File: src/rtl/seq_mult_pkg.sv
// Shared types for the sequential-multiplier issue front-end.
package seq_mult_pkg;

  localparam int DEFAULT_WIDTH = 16;

  typedef enum logic [1:0] {
    IDLE,
    LAUNCH,
    WAIT,
    HOLD
  } issue_state_t;

  typedef struct packed {
    logic [DEFAULT_WIDTH-1:0] a;
    logic [DEFAULT_WIDTH-1:0] b;
  } operand_pair_t;

endpackage

File: src/rtl/mult_operand_fifo.sv
// Operand-pair FIFO with first-word-fall-through head.
// Full and empty are derived from the occupancy count.
module mult_operand_fifo
  import seq_mult_pkg::*;
#(
  parameter int  DEPTH = 4,
  parameter type T     = operand_pair_t
) (
  input  logic                     i_clk,
  input  logic                     i_rst,
  input  logic                     i_push,
  input  T                         i_data,
  input  logic                     i_pop,
  output T                         o_head,
  output logic [$clog2(DEPTH):0]   o_count,
  output logic                     o_full,
  output logic                     o_empty
);

  localparam int AW = $clog2(DEPTH);
  localparam int CW = AW + 1;

  T              r_mem [DEPTH];
  logic [AW-1:0] r_wr_ptr;
  logic [AW-1:0] r_rd_ptr;
  logic [CW-1:0] r_count;
  logic          w_do_push;
  logic          w_do_pop;

  assign o_full    = (r_count == CW'(DEPTH));
  assign o_empty   = (r_count == '0);
  // A full FIFO refuses the push even if the head is popped in the same cycle.
  assign w_do_push = i_push & ~o_full;
  assign w_do_pop  = i_pop & ~o_empty;
  assign o_head    = r_mem[r_rd_ptr];
  assign o_count   = r_count;

  always_ff @(posedge i_clk or posedge i_rst) begin
    if (i_rst) begin
      r_wr_ptr <= '0;
      r_rd_ptr <= '0;
      r_count  <= '0;
    end else begin
      if (w_do_push) r_wr_ptr <= r_wr_ptr + 1'b1;
      if (w_do_pop)  r_rd_ptr <= r_rd_ptr + 1'b1;
      case ({w_do_push, w_do_pop})
        2'b10:   r_count <= r_count + 1'b1;
        2'b01:   r_count <= r_count - 1'b1;
        default: r_count <= r_count;
      endcase
    end
  end

  always_ff @(posedge i_clk) begin
    if (w_do_push) r_mem[r_wr_ptr] <= i_data;
  end

endmodule

File: src/rtl/seq_mult_issue.sv
// Issues buffered operand pairs one at a time to the sequential multiplier and
// returns products on a valid/ready stream, with zero shortcut and hang timeout.
module seq_mult_issue
  import seq_mult_pkg::*;
#(
  parameter int WIDTH   = DEFAULT_WIDTH,
  parameter int DEPTH   = 4,
  parameter int TIMEOUT = 64
) (
  input  logic                     i_clk,
  input  logic                     i_reset,
  input  logic                     i_in_valid,
  output logic                     o_in_ready,
  input  logic [WIDTH-1:0]         i_in_a,
  input  logic [WIDTH-1:0]         i_in_b,
  output logic                     o_mult_start,
  output logic [WIDTH-1:0]         o_mult_multiplicand,
  output logic [WIDTH-1:0]         o_mult_multiplier,
  input  logic                     i_mult_done,
  input  logic [2*WIDTH-1:0]       i_mult_product,
  output logic                     o_out_valid,
  input  logic                     i_out_ready,
  output logic [2*WIDTH-1:0]       o_out_product,
  output logic                     o_busy,
  output logic                     o_timeout_err,
  output logic [$clog2(DEPTH):0]   o_fifo_count
);

  localparam int CW = $clog2(DEPTH) + 1;
  localparam int TW = $clog2(TIMEOUT);

  typedef struct packed {
    logic [WIDTH-1:0] a;
    logic [WIDTH-1:0] b;
  } pair_t;

  issue_state_t     r_state;
  logic             r_mult_start;
  logic [WIDTH-1:0] r_op_a;
  logic [WIDTH-1:0] r_op_b;
  logic             r_out_valid;
  logic [2*WIDTH-1:0] r_out_product;
  logic             r_timeout_err;
  logic [TW-1:0]    r_wait_cnt;

  pair_t            w_in_pair;
  pair_t            w_head;
  logic             w_pop;
  logic             w_full;
  logic             w_empty;
  logic [CW-1:0]    w_count;

  assign w_in_pair = {i_in_a, i_in_b};
  assign w_pop     = (r_state == IDLE) && !w_empty;

  mult_operand_fifo #(
    .DEPTH (DEPTH),
    .T     (pair_t)
  ) u_fifo (
    .i_clk   (i_clk),
    .i_rst   (i_reset),
    .i_push  (i_in_valid),
    .i_data  (w_in_pair),
    .i_pop   (w_pop),
    .o_head  (w_head),
    .o_count (w_count),
    .o_full  (w_full),
    .o_empty (w_empty)
  );

  always_ff @(posedge i_clk or posedge i_reset) begin
    if (i_reset) begin
      r_state       <= IDLE;
      r_mult_start  <= 1'b0;
      r_op_a        <= '0;
      r_op_b        <= '0;
      r_out_valid   <= 1'b0;
      r_out_product <= '0;
      r_timeout_err <= 1'b0;
      r_wait_cnt    <= '0;
    end else begin
      r_mult_start <= 1'b0;
      case (r_state)
        IDLE: begin
          if (!w_empty) begin
            r_op_a <= w_head.a;
            r_op_b <= w_head.b;
            if (w_head.a == '0 || w_head.b == '0) begin
              r_out_product <= '0;
              r_out_valid   <= 1'b1;
              r_state       <= HOLD;
            end else begin
              r_mult_start <= 1'b1;
              r_state      <= LAUNCH;
            end
          end
        end
        LAUNCH: begin
          r_wait_cnt <= '0;
          r_state    <= WAIT;
        end
        WAIT: begin
          if (i_mult_done) begin
            r_out_product <= i_mult_product;
            r_out_valid   <= 1'b1;
            r_state       <= HOLD;
          end else if (r_wait_cnt == TW'(TIMEOUT - 1)) begin
            // Hung multiplier: drop this pair and move on.
            r_timeout_err <= 1'b1;
            r_state       <= IDLE;
          end else begin
            r_wait_cnt <= r_wait_cnt + 1'b1;
          end
        end
        HOLD: begin
          if (i_out_ready) begin
            r_out_valid <= 1'b0;
            r_state     <= IDLE;
          end
        end
        default: r_state <= IDLE;
      endcase
    end
  end

  assign o_in_ready          = !w_full;
  assign o_mult_start        = r_mult_start;
  assign o_mult_multiplicand = r_op_a;
  assign o_mult_multiplier   = r_op_b;
  assign o_out_valid         = r_out_valid;
  assign o_out_product       = r_out_product;
  assign o_busy              = (r_state != IDLE) || !w_empty;
  assign o_timeout_err       = r_timeout_err;
  assign o_fifo_count        = w_count;

endmodule

File: config.mk
export PLATFORM = sky130hd
export DESIGN_NAME = seq_mult_issue
export DESIGN_NICKNAME = d
export VERILOG_FILES = /design/src/rtl/seq_mult_pkg.sv /design/src/rtl/mult_operand_fifo.sv /design/src/rtl/seq_mult_issue.sv
export SDC_FILE = /design/constraint.sdc
export NUM_CORES = 1
export LEC_CHECK = 0
export ABC_CLOCK_PERIOD_IN_PS = 3550
export BUFFER_PORTS_ARGS = -buffer_cell sky130_fd_sc_hd__clkbuf_2
export CORE_MARGIN = 3
export CORE_UTILIZATION = 40
export CTS_CLUSTER_DIAMETER = 40
export CTS_CLUSTER_SIZE = 14
export DETAILED_ROUTE_END_ITERATION = 7
export SYNTH_ARGS = -nofsm -noshare
export SYNTH_HDL_FRONTEND = slang
export SYNTH_SLANG_ARGS = --single-unit
File: constraint.sdc
create_clock -name i_clk -period 3.55 [get_ports i_clk]
set_input_delay 0.5325 -clock i_clk [delete_from_list [all_inputs] [get_ports i_clk]]
set_output_delay 0.5325 -clock i_clk [all_outputs]
set_load 0.05 [all_outputs]
==> qor.csv <==
metric,value,unit
DR iter-0 viols,166,
syn_area_per_cell,19.1,um^2
"Seq/Total Area, Yosys",74.1,%
utilization after layout,52.1,%
CTS tree,done,
Place WS,0.613,ns
Synth Instances,416,
via density per instance,5.14,
setup TNS,0,ns
total grt overflow,0,
Pre-antenna DRT Iters,4,
port buffer count,140,
number of global-route vias before repair,4864,
"slowest stage delay, CP",0.56,ns
Peak supply drop,665,uV
height of the die,147,um
final hold slack,0.0582,ns
Post-DP HPWL,10700,um
Netlist cell types,36,
drc violations,0,
pwr/cell area,1030,nW/um^2
clock root cell,clkbuf_16,
Final Wtd Congestion,0.730,
Slowest cell on crit path,mux4_2,
Placement Rows,50,
global-route wire length before repair,26800,um
achievable clock frequency,344,MHz
placed cells,808,
largest net degree at the start of global routing,38,
GRT Resource Usage Total,15.5,%
routed length per instance,19.2,um
Synth area leader,edfxtp_1,
setup bufs post-CTS,0,
io pins,141,
CP startpoint kind,register,
kind of critical path,reg2reg,
"commonest non-fill, non-tap cells in the layout","clkbuf_2, edfxtp_1, dfrtp_1, mux4_2, a22o_1",
"most common cell after layout, fill and taps aside",clkbuf_2,
Clock Path Buffers,3,
Fin. Hold Viols,0,
Area Growth Syn to Fin,25.2,%
clk_lat worst skew,0.54,ns
"non-filler cells, final",866,
worst reg2reg path depth,6,
Final Skew,0.0239,ns
fraction of layout cells with a size suffix above 1,44.7,%
clock slew at reported path FFs,0.06,ns
"top cells by area, synth","edfxtp_1, dfrtp_1, mux4_2",
Hold Buf Count CTS,0,
Max-cap violations,0,
CTS buffer count,31,
crit-path cells,"buf_12, mux4_2, nor4_1, nand4_1, a31o_2, a22o_1",
Worst Path Required,3.95,ns
die extent in x,147,um
crit path time final,2.91,ns
Synth warnings,0,
Final WS setup,0.642,ns
H-tree depth,1,
relative slew slack,17.2,%
core area,19100,um^2
initial antenna violation count,0,
final WL,16600,um
syn_nets,492,
Hold Crit Class,in2async,
fillers,1590,
RSZ-0062 raised after global routing,false,
starting density of the core,41.6,%
worst-path fanout max,32,
antenna diode count,0,
P_leak,4.06,nW
Slew @ Worst Pin,1.24,ns
Worst Path Arrival,3.31,ns
clock sinks,210,
Vias,4455,
Routed Antenna Nets,0,
"Slew Viols, Final",0,
post-synthesis register bit count,210,
Post-Syn Area,7960,um^2
run status,finished clean,
fin crit share,81.9,%
NumNets Final,657,
die footprint,21600,um^2
endpoints failing setup,0,
top cell type's share of synthesized area,48.3,%
Crit. End Element,register,
post-cts gate resize count,0,
[through the flow]
step	cell area (um^2)	power [mW]
floorplan	7960	6.61
global placement	8980	7.52
detailed placement	8980	7.60
CTS	9970	10.4
global route	9970	10.8
finish	9970	10.3
[cells by family after synthesis]
group / after synthesis / share of synthesized area [%]
AND/OR/NAND/NOR: 48 / 3.13
buffers and inverters: 28 / 1.98
flip-flops: 210 / 74.1
multiplexers: 66 / 13.8
adder cells (fa/ha/maj): 7 / 1.19
XOR/XNOR: 10 / 1.10
AO/OA/AOI/OAI: 47 / 4.70
[flip-flops by register name, indices dropped and copies added (netlist names)]
| signal | flops |
|---|---|
| o_mult_start | 1 |
| u_fifo.r_rd_ptr | 2 |
| u_fifo.o_count | 3 |
| o_mult_multiplier | 16 |
| o_out_valid | 1 |
| r_state | 2 |
| o_timeout_err | 1 |
| u_fifo.r_mem | 128 |
| u_fifo.r_wr_ptr | 2 |
| r_wait_cnt | 6 |
| o_out_product | 32 |
| o_mult_multiplicand | 16 |
[layer usage]
metal | global-route usage [%] | vias up | part of all wire, %
met5 | 0 | - | 0
met4 | 3.40 | 0 | 2.0
met3 | 3.76 | 30 | 6.7
met2 | 27.1 | 156 | 50
met1 | 19.9 | 2272 | 41
li1 | - | 1997 | -
[power breakdown]
group / switching (mW) / internal [mW]
Combinational: 2.52 / 1.25
Sequential: 0.380 / 3.36
Clock: 1.08 / 1.71
Total: 3.98 / 6.31
[cells in the mapped netlist]
| master | count |
|---|---|
| a21oi_1 | 4 |
| a22o_1 | 32 |
| a311oi_1 | 1 |
| a31o_2 | 1 |
| and2_1 | 2 |
| and3_1 | 9 |
| buf_4 | 1 |
| buf_6 | 5 |
| buf_8 | 1 |
| clkbuf_1 | 12 |
| dfrtp_1 | 82 |
| edfxtp_1 | 128 |
| fa_1 | 1 |
| ha_1 | 6 |
| inv_1 | 9 |
| mux2_1 | 3 |
| mux2_2 | 29 |
| mux2i_1 | 2 |
| mux4_2 | 32 |
| nand2_1 | 9 |
| nand2b_1 | 2 |
| nand3_1 | 1 |
| nand4_1 | 3 |
| nor2_1 | 10 |
| nor2b_1 | 1 |
| nor3_1 | 2 |
| nor4_1 | 8 |
| o21ai_0 | 1 |
| o21ai_1 | 4 |
| o21bai_1 | 1 |
| o22ai_1 | 1 |
| o311ai_0 | 1 |
| o32ai_1 | 1 |
| or2_1 | 1 |
| xnor2_1 | 3 |
| xor2_1 | 7 |
[critical path: cells and delay by family, from the launching register on]
family,cells,cell delay [ns]
AOI/OAI and AO/OA,2,0.75
DFF,1,0.38
muxes,1,0.56
and+or+nand+nor,2,0.82
buffers and inverters,1,0.25
[path summary, 6_finish.rpt]
check | slack, ns | start | to
max in group asynchronous | 2.70 | i_reset | u_fifo.r_rd_ptr[0]
min reg2reg | 0.49 | o_timeout_err | o_timeout_err
max reg2reg | 0.64 | u_fifo.r_rd_ptr[0] | o_out_product[22]
max | 0.64 | u_fifo.r_rd_ptr[0] | o_out_product[22]
min | 0.06 | i_reset | o_out_product[16]
min in group i_clk | 0.21 | i_in_a[8] | u_fifo.r_mem[1][24]
[area by class of cell]
cell class / instances / area, um^2 / area share, %
Sequential cell: 210 / 5900 / 59.2
Clock buffer: 34 / 797 / 8.00
Timing Repair Buffer: 151 / 808 / 8.11
Clock inverter: 24 / 188 / 1.88
Inverter: 9 / 35.0 / 0.351
Tap cell: 260 / 325 / 3.26
Multi-Input combinational cell: 178 / 1920 / 19.2
No activity file was read; power rests on OpenSTA's default activity.
